### src/rtl/sbp_pkg.sv
// Shared types and default widths for the stage memory arbiter and lookup stage.
package sbp_pkg;

  localparam int unsigned SBP_ADDR_BITS = 11;
  localparam int unsigned SBP_DATA_BITS = 64;

  typedef enum logic [1:0] {
    IDLE = 2'd0,
    PEND = 2'd1,
    RESP = 2'd2
  } arb_state_t;

  typedef struct packed {
    logic                     write;
    logic [SBP_ADDR_BITS-1:0] addr;
    logic [SBP_DATA_BITS-1:0] wdata;
  } cp_req_t;

endpackage

### src/rtl/sbp_sat_counter.sv
// Saturating up-counter with synchronous clear; holds at MAX instead of wrapping.
module sbp_sat_counter #(
  parameter int unsigned MAX = 16,
  parameter int unsigned W   = $clog2(MAX + 1)
) (
  input  logic         clk,
  input  logic         rst,
  input  logic         clr,
  input  logic         inc,
  output logic [W-1:0] count
);

  always_ff @(posedge clk) begin
    if (!rst) begin
      count <= '0;
    end else if (clr) begin
      count <= '0;
    end else if (inc && (count != W'(MAX))) begin
      count <= count + W'(1);
    end
  end

endmodule

### src/rtl/sbp_stage_mem_arbiter.sv
// Shares one stage RAM port: lookups always win, control-plane ops fill idle slots,
// and a starvation counter asks ingress for a bubble when an op waits too long.
module sbp_stage_mem_arbiter
  import sbp_pkg::*;
#(
  parameter int unsigned ADDR_BITS    = SBP_ADDR_BITS,
  parameter int unsigned DATA_BITS    = SBP_DATA_BITS,
  parameter int unsigned STARVE_LIMIT = 16
) (
  input  logic                 clk,
  input  logic                 rst,
  input  logic                 lu_valid_i,
  input  logic [ADDR_BITS-1:0] lu_addr_i,
  output logic [DATA_BITS-1:0] lu_data_o,
  input  logic                 cp_valid_i,
  output logic                 cp_ready_o,
  input  logic                 cp_write_i,
  input  logic [ADDR_BITS-1:0] cp_addr_i,
  input  logic [DATA_BITS-1:0] cp_wdata_i,
  output logic                 cp_done_o,
  output logic [DATA_BITS-1:0] cp_rdata_o,
  output logic                 bubble_req_o,
  output logic                 mem_en_o,
  output logic                 mem_we_o,
  output logic [ADDR_BITS-1:0] mem_addr_o,
  output logic [DATA_BITS-1:0] mem_wdata_o,
  input  logic [DATA_BITS-1:0] mem_rdata_i
);

  localparam int unsigned CNT_W = $clog2(STARVE_LIMIT + 1);

  arb_state_t       state;
  arb_state_t       state_nxt;
  cp_req_t          hold;
  logic             accept;
  logic             issue;
  logic [CNT_W-1:0] starve_cnt;

  sbp_sat_counter #(
    .MAX (STARVE_LIMIT),
    .W   (CNT_W)
  ) u_starve_cnt (
    .clk   (clk),
    .rst   (rst),
    .clr   (accept),
    .inc   ((state == PEND) && lu_valid_i),
    .count (starve_cnt)
  );

  always_ff @(posedge clk) begin
    if (!rst) begin
      state <= IDLE;
    end else begin
      state <= state_nxt;
    end
  end

  always_comb begin
    state_nxt  = state;
    accept     = 1'b0;
    issue      = 1'b0;
    cp_ready_o = 1'b0;
    case (state)
      IDLE: begin
        cp_ready_o = 1'b1;
        if (cp_valid_i) begin
          accept    = 1'b1;
          state_nxt = PEND;
        end
      end
      PEND: begin
        if (!lu_valid_i) begin
          issue     = 1'b1;
          state_nxt = RESP;
        end
      end
      RESP:    state_nxt = IDLE;
      default: state_nxt = IDLE;
    endcase
  end

  // Port mux: a lookup owns the port whenever it is valid, whatever the state.
  always_comb begin
    mem_en_o    = 1'b0;
    mem_we_o    = 1'b0;
    mem_addr_o  = lu_addr_i;
    mem_wdata_o = DATA_BITS'(hold.wdata);
    if (lu_valid_i) begin
      mem_en_o = 1'b1;
    end else if (issue) begin
      mem_en_o   = 1'b1;
      mem_we_o   = hold.write;
      mem_addr_o = ADDR_BITS'(hold.addr);
    end
  end

  assign lu_data_o = mem_rdata_i;

  always_ff @(posedge clk) begin
    if (!rst) begin
      hold         <= '0;
      cp_done_o    <= 1'b0;
      cp_rdata_o   <= '0;
      bubble_req_o <= 1'b0;
    end else begin
      cp_done_o <= (state == RESP);
      if (accept) begin
        hold <= '{write: cp_write_i,
                  addr:  SBP_ADDR_BITS'(cp_addr_i),
                  wdata: SBP_DATA_BITS'(cp_wdata_i)};
      end
      // Read data is on mem_rdata_i during RESP, one cycle after issue.
      if (state == RESP) begin
        bubble_req_o <= 1'b0;
        if (!hold.write) begin
          cp_rdata_o <= mem_rdata_i;
        end
      end else if ((state == PEND) && (starve_cnt == CNT_W'(STARVE_LIMIT))) begin
        bubble_req_o <= 1'b1;
      end
    end
  end

endmodule

### config.mk
export PLATFORM = sky130hd
export DESIGN_NAME = sbp_stage_mem_arbiter
export DESIGN_NICKNAME = d
export VERILOG_FILES = /design/src/rtl/sbp_pkg.sv /design/src/rtl/sbp_sat_counter.sv /design/src/rtl/sbp_stage_mem_arbiter.sv
export SDC_FILE = /design/constraint.sdc
export NUM_CORES = 1
export LEC_CHECK = 0
export ABC_CLOCK_PERIOD_IN_PS = 1900
export BUFFER_PORTS_ARGS = -buffer_cell sky130_fd_sc_hd__buf_4
export CAP_MARGIN = 25
export CORE_MARGIN = 2
export CORE_UTILIZATION = 30
export CTS_CLUSTER_DIAMETER = 200
export CTS_CLUSTER_SIZE = 40
export DETAILED_ROUTE_END_ITERATION = 7
export PLACE_DENSITY = 0.65
export SETUP_SLACK_MARGIN = 0.2
export SYNTH_ARGS = -nofsm -noshare
export SYNTH_HDL_FRONTEND = slang
export SYNTH_SLANG_ARGS = --single-unit
### constraint.sdc
create_clock -name clk -period 1.9 [get_ports clk]
set_input_delay 0.19 -clock clk [delete_from_list [all_inputs] [get_ports clk]]
set_output_delay 0.19 -clock clk [all_outputs]
set_load 0.03 [all_outputs]
==> flow_summary.ini, run 1 <==
[drt]
drt_iter0_drc = 286
vias = 5734
drc = 0
first_pass_iters = 4
wire_per_inst_um = 14.29
antenna_left = 0
wl_um = 19020
avgViaCountPerCell = 4.308

[setup_path]
crit_family = flip-flops
end_kind = output port
slowest_delay_ns = 0.32
critPathMaxFanout = 6
worstSetupStartpointType = register
cp.arrival_ns = 1.64
path_cells = nand2b_4 > nor2_4 > buf_8 > mux2_4 > buf_6
slowest_stage = dfxtp_2
criticalPathCategory = register to output port
critPathBufInv = 2
required_ns = 1.71

[power]
p_int_mw = 5.655
p_clk_frac = 0.398
p_seq_frac = 0.411
cellPowerDensity_nw_per_um2 = 865.1
p_comb_frac = 0.191
power.leakage_nw = 4.152
swShare = 0.3006
peakVddDrop_v = 0.0005732
switchingPower_mw = 2.430

[synth]
ys_types = 30
synth_seq_cells = 149
yosysSeqAreaShare = 0.4708
ys_warn_count = 0
mappedNetlistArea_um2 = 6336
syn_nets = 955
yosys.area.top_type = dfxtp_1
synth_top_area_share = 0.4708
synthCells = 798
yosys-top-cells-area = dfxtp_1 47%, nand2_1 17%, buf_4 16%, a21oi_1 12%, mux2_2 2.0%
synth.avg_cell_area_um2 = 7.940

[grt]
grt_overflow = 0
grt_pass1_vias = 5204
grt_first_pass_wirelength_um = 27700
antenna_found_initial = 1
grtUsageTotal = 0.1588
grt_max_degree = 79

[cts]
clock_latency_ns = 0.41
cts.path.max_buffers = 2
cts_buffers = 17
path_clk_slew_ns = 0.07
root_buffer = clkbuf_16
h-tree-depth = 4
cts_tree = done
cts_sinks = 149

[run]
max_cap_viol_count = 0

[sta]
drv_slew = 0
finalSetupViolCount = 0
period_needed_ns = 1.827
final_hold_viol_count = 0
timing.final.crit_share = 0.9615
slew_headroom = 0.7629
fmax_mhz = 547.4
rsz0062_at_grt = yes
fin_skew_ns = 0.007607
worstMarginPinSlew_ns = 0.3556

[layout]
seqCellArea_um2 = 2988
layout_commonest_cell = buf_4
final_cell_mix = 357 x buf_4, 280 x nand2_1, 147 x dfxtp_1, 146 x a21oi_1, 24 x dlygate4sd3_1
fin_util = 0.4474
fillCellCount = 2092
area_growth_pct = 47.49
multiInputGateArea_um2 = 2207
nNetsFinal = 1200
stdcell_area_um2 = 9345
diodes = 0
drive_gt1_frac = 0.4100

[die]
rows = 53
start_util = 0.3033
die_area_um2 = 22300
ios = 363
fp.dieH_um = 149.3
chipWidth_um = 149.3
core_um2 = 20890

[placed_design]
place_area_um2 = 8371
place_congestion = 0.7948
portBuffers = 362
place_hpwl_um = 13230

[min_path]
hold_class = primary input to register

[outcome]
status = complete, no violations
-- cells by family (layout without fill, tap and decap cells) --
kind of cell / after synthesis / after routing / synth area share
AND/OR/NAND/NOR: 304 / 304 / 0.1914
adder cells (fa/ha/maj): 2 / 2 / 0.003949
flip-flops: 149 / 149 / 0.4708
buffers and inverters: 180 / 438 / 0.1927
AO/OA/AOI/OAI: 152 / 152 / 0.1216
multiplexers: 11 / 11 / 0.01955
-- metal layers --
layer	wire length [um]	GRT usage	share of wire
met5	0	0	0
met3	1132	0.04312	0.060
met1	7982	0.1934	0.42
met2	9610	0.2717	0.51
met4	299	0.05190	0.016
-- area by class of cell --
cell class,instances,area share
clock inverter,15,0.01419
inverter,4,0.001874
tap,275,0.03682
timing repair buffer,402,0.3457
sequential,149,0.3197
multi-input combinational,469,0.2362
clock buffer,17,0.04552
-- final timing paths --
kind | start | to | slack [ns] | depth (start not counted)
max | state[1] | mem_addr_o[7] | 0.07 | 5
min | cp_wdata_i[13] | mem_wdata_o[13] | 0.02 | 3
max reg2reg | state[1] | hold[69] | 0.31 | 6
min reg2reg | cp_rdata_o[27] | cp_rdata_o[27] | 0.45 | 2
-- stage by stage --
| step | setup TNS [ns] | hold slack [ns] | instances | power [mW] | setup slack, ns |
|---|---|---|---|---|---|
| after floorplan | 0 | 0.2693 | 798 | 4.364 | 0.3346 |
| after global placement | 0 | 0.4280 | 1271 | 4.835 | 0.3066 |
| final | 0 | 0.02240 | 1331 | 8.085 | 0.07313 |
| after detailed placement | 0 | 0.4223 | 1271 | 4.847 | 0.2666 |
| after global routing | -0.3018 | 0.001450 | 1331 | 8.445 | -0.04115 |
| after CTS | -0.06538 | 0.00007713 | 1330 | 8.213 | -0.01263 |
-- power by group through the flow --
stage	logic [mW]	registers [mW]	clock network, mW
detailed placement	1.45	3.40	0
CTS	1.54	3.33	3.35
finish	1.54	3.33	3.21
floorplan	0.935	3.43	0
global route	1.64	3.34	3.47
global placement	1.44	3.39	0
-- synth_stat cells --
cell type  count
nand3b_1       1
nor3b_1        1
nand4bb_1      1
and4b_1        1
buf_4        132
nand2_1      281
nor2_1         4
dfxtp_1      149
ha_1           2
and2_1         1
inv_1          3
a31o_2         1
or3b_1         2
or3_1          1
a211oi_1       1
buf_2         22
nor3b_2        1
mux2_2        11
nand3_1        3
o21ai_0        3
buf_6          3
a21oi_1      146
inv_2          1
nor4bb_1       1
and3b_1        1
a2bb2oi_1      1
nand2b_1       3
nand4_1        1
nor3_1         1
clkbuf_1      19
-- sequential cells by signal, indices dropped and copies added (netlist names) --
| signal | cells |
|---|---|
| cp_done_o | 1 |
| mem_wdata_o | 64 |
| state | 2 |
| u_starve_cnt.count | 5 |
| cp_rdata_o | 64 |
| hold | 12 |
| bubble_req_o | 1 |
-- worst register-to-register path, cell delays in order, from the launching register on --
cell and delay [ns]:
dfxtp_2 0.32, buf_4 0.13, buf_4 0.15, nor3b_4 0.27
buf_12 0.33, nand2_1 0.19, a21oi_1 0.13
-- repair_timing --
item,in CTS,in global routing
setup endpoints to repair,12,80
gates resized for setup,36,2
pin swaps,1,1
buffers inserted,2,0
endpoints found under the hold margin,24,0
hold buffers,24,0
cloned,1,1
Power figures use the tool's default switching activity.
==> run 2: changes to the inputs <==
--- a/config.mk
+++ b/config.mk
@@ -5,6 +5,7 @@
 export SDC_FILE = /design/constraint.sdc
 export NUM_CORES = 1
 export LEC_CHECK = 0
+export ABC_AREA = 1
 export ABC_CLOCK_PERIOD_IN_PS = 1900
 export BUFFER_PORTS_ARGS = -buffer_cell sky130_fd_sc_hd__buf_4
 export CAP_MARGIN = 25
==> run 2 against run 1 <==
Against the previous run:
- hold slack better by 0.0037 ns
- sequential power up 2%
- fmax up 12%
- register-to-register slack better by 0.02 ns
- worst setup slack better by 0.20 ns
- power up 3.8%
- first-iteration DRC count down 20%
- combinational power up 14%
- core utilization down 1.2 points
- final area down 1.5%
- critical path type unchanged
==> flow_summary.ini, run 2 <==
[outcome]
status = complete, no violations

[synth]
yosys.area.top_type = dfxtp_1
yosysSeqAreaShare = 0.4591
synth_top_area_share = 0.4591
async_flop_share = 0
synth.avg_cell_area_um2 = 7.708
syn_nets = 1000
ys_types = 19
synth.most_common_cell = nor2_1
netlist_top_cells_count = 157 x nor2_1, 149 x dfxtp_1, 137 x buf_4
ys_warn_count = 0
synth_seq_cells = 149
yosys-top-cells-area = dfxtp_1 46%, buf_4 16%, nor2_1 9.1%, o21ai_0 7.6%, a21oi_1 5.5%
synthCells = 843
synth-main-ff-cell = dfxtp_1
synth_edf_count = 0
mappedNetlistArea_um2 = 6497

[drt]
antenna_left = 0
avgViaCountPerCell = 4.313
drc = 0
wl_um = 19100
wire_per_inst_um = 14.04
vias = 5865
drt_iter0_drc = 228
first_pass_iters = 4

[min_path]
min_from = cp_wdata_i[19]
worstHoldEndpoint = mem_wdata_o[19]
whs_path_depth = 3
hold_class = primary input to register

[cts]
cts_sinks = 149
cts_tree = done
root_buffer = clkbuf_16
h-tree-depth = 4
path_clk_slew_ns = 0.07
cts_buffers = 17
cts.path.max_buffers = 2
clock_latency_ns = 0.41

[setup_path]
critPathMaxFanout = 6
end_kind = output port
slowest_stage = dfxtp_4
r2r_end = hold[69]
criticalPathCategory = register to output port
required_ns = 1.71
crit_start = state[1]
cp.arrival_ns = 1.44
critPathBufInv = 4
worstSetupStartpointType = register
crit_family = buffers and inverters
r2r-start = state[1]
r2r_slack_ns = 0.33
ff2ff_path_depth = 7
path_cells = inv_1 > nand2_2 > clkinv_4 > clkbuf_16 > nand3_1 > nand2_1 > buf_4
slowest_delay_ns = 0.35

[die]
start_util = 0.3072
die_area_um2 = 22850
ios = 363
core_um2 = 21150
chipWidth_um = 151.2
fp.dieH_um = 151.2
rows = 53

[layout]
final_cell_mix = 373 x buf_4, 156 x nor2_1, 147 x dfxtp_1, 99 x o21ai_0, 77 x inv_1
drive_gt1_frac = 0.3921
layout_commonest_cell = buf_4
area_growth_pct = 41.71
fin_util = 0.4353
nNetsFinal = 1228

[grt]
grt_first_pass_wirelength_um = 27700
grtUsageTotal = 0.1572
antenna_found_initial = 0
grt_overflow = 0
grt_max_degree = 73
grt_pass1_vias = 5294

[sta]
finalSetupViolCount = 0
period_needed_ns = 1.629
fin_setup_tns_ns = 0
timing.final.crit_share = 0.8576
final_hold_viol_count = 0
fmax_mhz = 613.7
slew_headroom = 0.7318
drv_slew = 0
finalWorstSetupSlack_ns = 0.2706
fin_skew_ns = 0.01014
rsz0062_at_grt = no
worstMarginPinSlew_ns = 0.4022

[placed_design]
place_ws_ns = 0.3930
place_congestion = 0.8144
place_hpwl_um = 14420
portBuffers = 362

[power]
power.leakage_nw = 4.267
peakVddDrop_v = 0.0005003
p_total_mw = 8.393
cellPowerDensity_nw_per_um2 = 911.5

[run]
max_cap_viol_count = 0
-- run 2: cell count changes after synthesis, sizes merged, moves of 2 or more --
| cell | delta |
|---|---|
| a21oi | -74 |
| clkbuf | +2 |
| inv | +76 |
| mux2 | -11 |
| nand2 | -235 |
| nand2b | -3 |
| nand3 | +14 |
| nor2 | +154 |
| nor3b | -2 |
| o21ai | +138 |
| or3b | -2 |
-- run 2: area by class of cell --
cell class / count / area, um2
fillers: 2152 / 11950
diodes: 1 / 2.502
clock inverters: 13 / 115.1
flip-flops and latches: 149 / 2988
repair buffers: 386 / 3003
well taps: 275 / 344.1
multi-input cells: 437 / 1997
inverters: 80 / 305.3
clock buffers: 19 / 452.9
-- run 2: tightest hold or removal path: stages --
cell	delay, ns
buf_4	0.07
o21ai_0	0.07
nor2_1	0.07
-- run 2: kinds of logic (layout without fill, tap and decap cells) --
group | after synthesis | in the layout | share of synthesized area
AO/OA/AOI/OAI | 213 | 213 | 0.1641
adder cells (fa/ha/maj) | 2 | 2 | 0.003851
buffers and inverters | 257 | 498 | 0.2388
flip-flops | 149 | 149 | 0.4591
other | 0 | 1 | 0
AND/OR/NAND/NOR | 222 | 222 | 0.1342
-- run 2: timing repair --
| item | 4_1_cts | 5_1_grt |
|---|---|---|
| gates resized for setup | 7 | 8 |
| hold buffers | 4 | 0 |
| hold endpoints to repair | 4 | 0 |
| endpoints found under the setup margin | 12 | 11 |
| pin swaps | 0 | 1 |
| buffers inserted | 1 | 2 |
| gates cloned | 0 | 1 |
-- run 2: worst max path at each step --
stage | to | depth (start not counted)
after floorplan | mem_we_o | 5
after detailed placement | cp_rdata_o[25] | 5
after global placement | mem_addr_o[4] | 7
after global routing | mem_addr_o[2] | 7
after CTS | mem_addr_o[7] | 7
final | mem_addr_o[8] | 7
-- run 2: per-stage QoR --
stage	cell area (um2)	cells	hold slack, ns
detailed placement	8503	1319	0.4338
global route	9205	1359	0.009051
CTS	9135	1356	0.001247
finish	9208	1360	0.02614
global placement	8503	1319	0.4262
floorplan	6497	843	0.3361
-- run 2: report_power, final --
part           internal [mW]  switching (mW)  leakage (nW)
Sequential              3.31          0.0992          1.22
Combinational          0.713            1.04          2.77
Clock                   1.79            1.44         0.276
Total                   5.81            2.58          4.27
-- run 2: layer usage --
| layer | part of all wire | track usage | vias to the layer above |
|---|---|---|---|
| met2 | 0.47 | 0.2598 | 245 |
| met5 | 0 | 0 | - |
| li1 | - | - | 2992 |
| met3 | 0.11 | 0.07289 | 14 |
| met1 | 0.40 | 0.1819 | 2614 |
| met4 | 0.013 | 0.04766 | 0 |
==> run 3: changes to the inputs <==
--- a/config.mk
+++ b/config.mk
@@ -18,4 +18,5 @@
 export SETUP_SLACK_MARGIN = 0.2
 export SYNTH_ARGS = -nofsm -noshare
 export SYNTH_HDL_FRONTEND = slang
+export SYNTH_HIERARCHICAL = 1
 export SYNTH_SLANG_ARGS = --single-unit
==> run 3 against run 2 <==
Against the previous run:
- clock power rose by 5%
- critical path type unchanged
- hold slack got worse by 0.0072 ns
- cell count rose by 1.3%
- sequential power barely moved
- non-clock buffer count rose by 5
- flip-flop and latch count did not move
- first-iteration DRC count rose by 38%
- core utilization barely moved
==> flow_summary.ini, run 3 <==
[outcome]
status = complete, no violations

[setup_path]
critPathMaxFanout = 6
critPathBufInv = 4
cp.arrival_ns = 1.49
slowest_stage = dfxtp_4
slowest_delay_ns = 0.37
criticalPathCategory = register to output port
crit_family = buffers and inverters
required_ns = 1.71
path_cells = inv_2 > nand2_2 > clkinv_4 > buf_8 > nand3_1 > nand2_1 > buf_6
r2r_slack_ns = 0.29
worstSetupStartpointType = register
end_kind = output port

[power]
peakVddDrop_v = 0.0006219
p_total_mw = 8.575
cellPowerDensity_nw_per_um2 = 903.5
power.leakage_nw = 4.279

[placed_design]
place_hpwl_um = 14080
portBuffers = 362
place_congestion = 0.7763
placedCellCount = 1332

[sta]
worstMarginPinSlew_ns = 0.5039
finalSetupViolCount = 0
fin_skew_ns = 0.01123
rsz0062_at_grt = yes
drv_slew = 0
fmax_mhz = 596.5
timing.final.crit_share = 0.8824
period_needed_ns = 1.676
fin_setup_tns_ns = 0
slew_headroom = 0.6641
final_hold_viol_count = 0

[drt]
vias = 6237
wl_um = 19790
first_pass_iters = 6
avgViaCountPerCell = 4.529
drt_iter0_drc = 314
drc = 0
antenna_left = 0
wire_per_inst_um = 14.37

[synth]
synth-main-ff-cell = dfxtp_1
synth_top_area_share = 0.4480
syn_nets = 1019
yosys-top-cells-area = dfxtp_1 45%, buf_4 15%, nor2_1 9.1%, nand4_1 6.2%, nand2_1 6.0%
synth_edf_count = 0
synth.avg_cell_area_um2 = 7.723
synthCells = 862
ys_warn_count = 6
yosys.area.top_type = dfxtp_1
synth_seq_cells = 149
async_flop_share = 0
ys_types = 21
yosysSeqAreaShare = 0.4480
synth.most_common_cell = nor2_1
netlist_top_cells_count = 161 x nor2_1, 149 x dfxtp_1, 136 x buf_4
mappedNetlistArea_um2 = 6658

[run]
max_cap_viol_count = 0

[layout]
diodes = 0
nNetsFinal = 1241
layout_commonest_cell = buf_4
fin_util = 0.4349
fillCellCount = 2191
final_cells = 1377
final_cell_mix = 363 x buf_4, 161 x nor2_1, 147 x dfxtp_1, 101 x nand2_1, 69 x a21oi_1
area_growth_pct = 42.55
drive_gt1_frac = 0.4020

[die]
chipWidth_um = 153.0
fp.dieH_um = 153.0
ios = 363
die_area_um2 = 23400
start_util = 0.3051
core_um2 = 21820
rows = 54

[cts]
h-tree-depth = 4
cts.path.max_buffers = 2
root_buffer = clkbuf_16
clock_latency_ns = 0.42
cts_buffers = 17
cts_sinks = 149
cts_tree = done
path_clk_slew_ns = 0.07

[grt]
antenna_found_initial = 0
grt_pass1_vias = 5798
grtUsageTotal = 0.1586
grt_overflow = 0
grt_first_pass_wirelength_um = 30080
grt_max_degree = 65

[min_path]
hold_class = primary input to register
run 3: changes by cell type in the layout (fill, tap and decap cells not counted), moves of 4 or more:
cell           previous run  this run
buf_4                   373       363
buf_6                     2        12
dlygate4sd3_1             4         9
inv_1                    77        17
nand2_1                  43       101
nand2_2                   1         5
nand3_1                  16         7
nand3_2                   0         8
nand4_1                   1        66
nor2_1                  156       161
o21ai_0                  99        62
o21ai_1                  42        14
run 3: worst paths after layout:
check | startpoint | endpoint | depth (start not counted)
max | state[1] | mem_addr_o[9] | 7
min | cp_wdata_i[34] | mem_wdata_o[34] | 3
max reg2reg | state[1] | cp_rdata_o[55] | 5
min reg2reg | bubble_req_o | bubble_req_o | 2
run 3: final cells by class:
class	count	area, um2	share of cell area
timing repair buffer	391	3085	0.3251
sequential	149	2988	0.3148
multi-input combinational	502	2380	0.2508
clock buffer	18	439.2	0.04628
tap	280	350.3	0.03691
clock inverter	14	155.1	0.01635
inverter	23	92.59	0.009756
run 3: what timing repair did:
item / CTS / global route
hold buffers: 8 / 1
setup endpoints to repair: 12 / 12
pin swaps: 1 / 8
hold endpoints to repair: 8 / 1
resized for setup: 14 / 24
setup buffers: 0 / 2
gates cloned: 1 / 1
run 3: cells by family after synthesis:
family,count (synthesis),share of synthesized area
simple gates,353,0.2306
buf+inv,212,0.2073
flops,149,0.4480
compound gates,145,0.1090
fa+ha+maj,2,0.003758
xor+xnor,1,0.001316
run 3: through the flow:
step	setup WS (ns)	instance area [um2]	hold slack [ns]
5_1_grt	0.1420	9490	0.006387
6_report	0.2235	9490	0.01895
3_5_place_dp	0.3601	8623	0.4345
4_1_cts	0.2121	9350	0.001453
2_1_floorplan	0.4800	6658	0.3363
3_3_place_gp	0.3778	8623	0.4250
run 3: worst min-delay path, delay by kind of cell:
| kind | cells | cell delay, ns |
|---|---|---|
| compound gates | 1 | 0.07 |
| buf+inv | 1 | 0.07 |
| simple gates | 1 | 0.07 |
run 3: layer usage:
layer | routed length, um | vias up | track usage
met5 | 0 | - | 0
met1 | 8205 | 2812 | 0.1869
li1 | - | 3143 | -
met3 | 1668 | 21 | 0.06209
met2 | 9610 | 261 | 0.2678
met4 | 302 | 0 | 0.04586
run 3: power by group:
part | leakage, nW | internal (mW) | switching (mW) | total (mW)
registers | 1.22 | 3.30 | 0.0935 | 3.39
logic | 2.77 | 0.712 | 1.07 | 1.78
clock network | 0.292 | 1.91 | 1.49 | 3.40
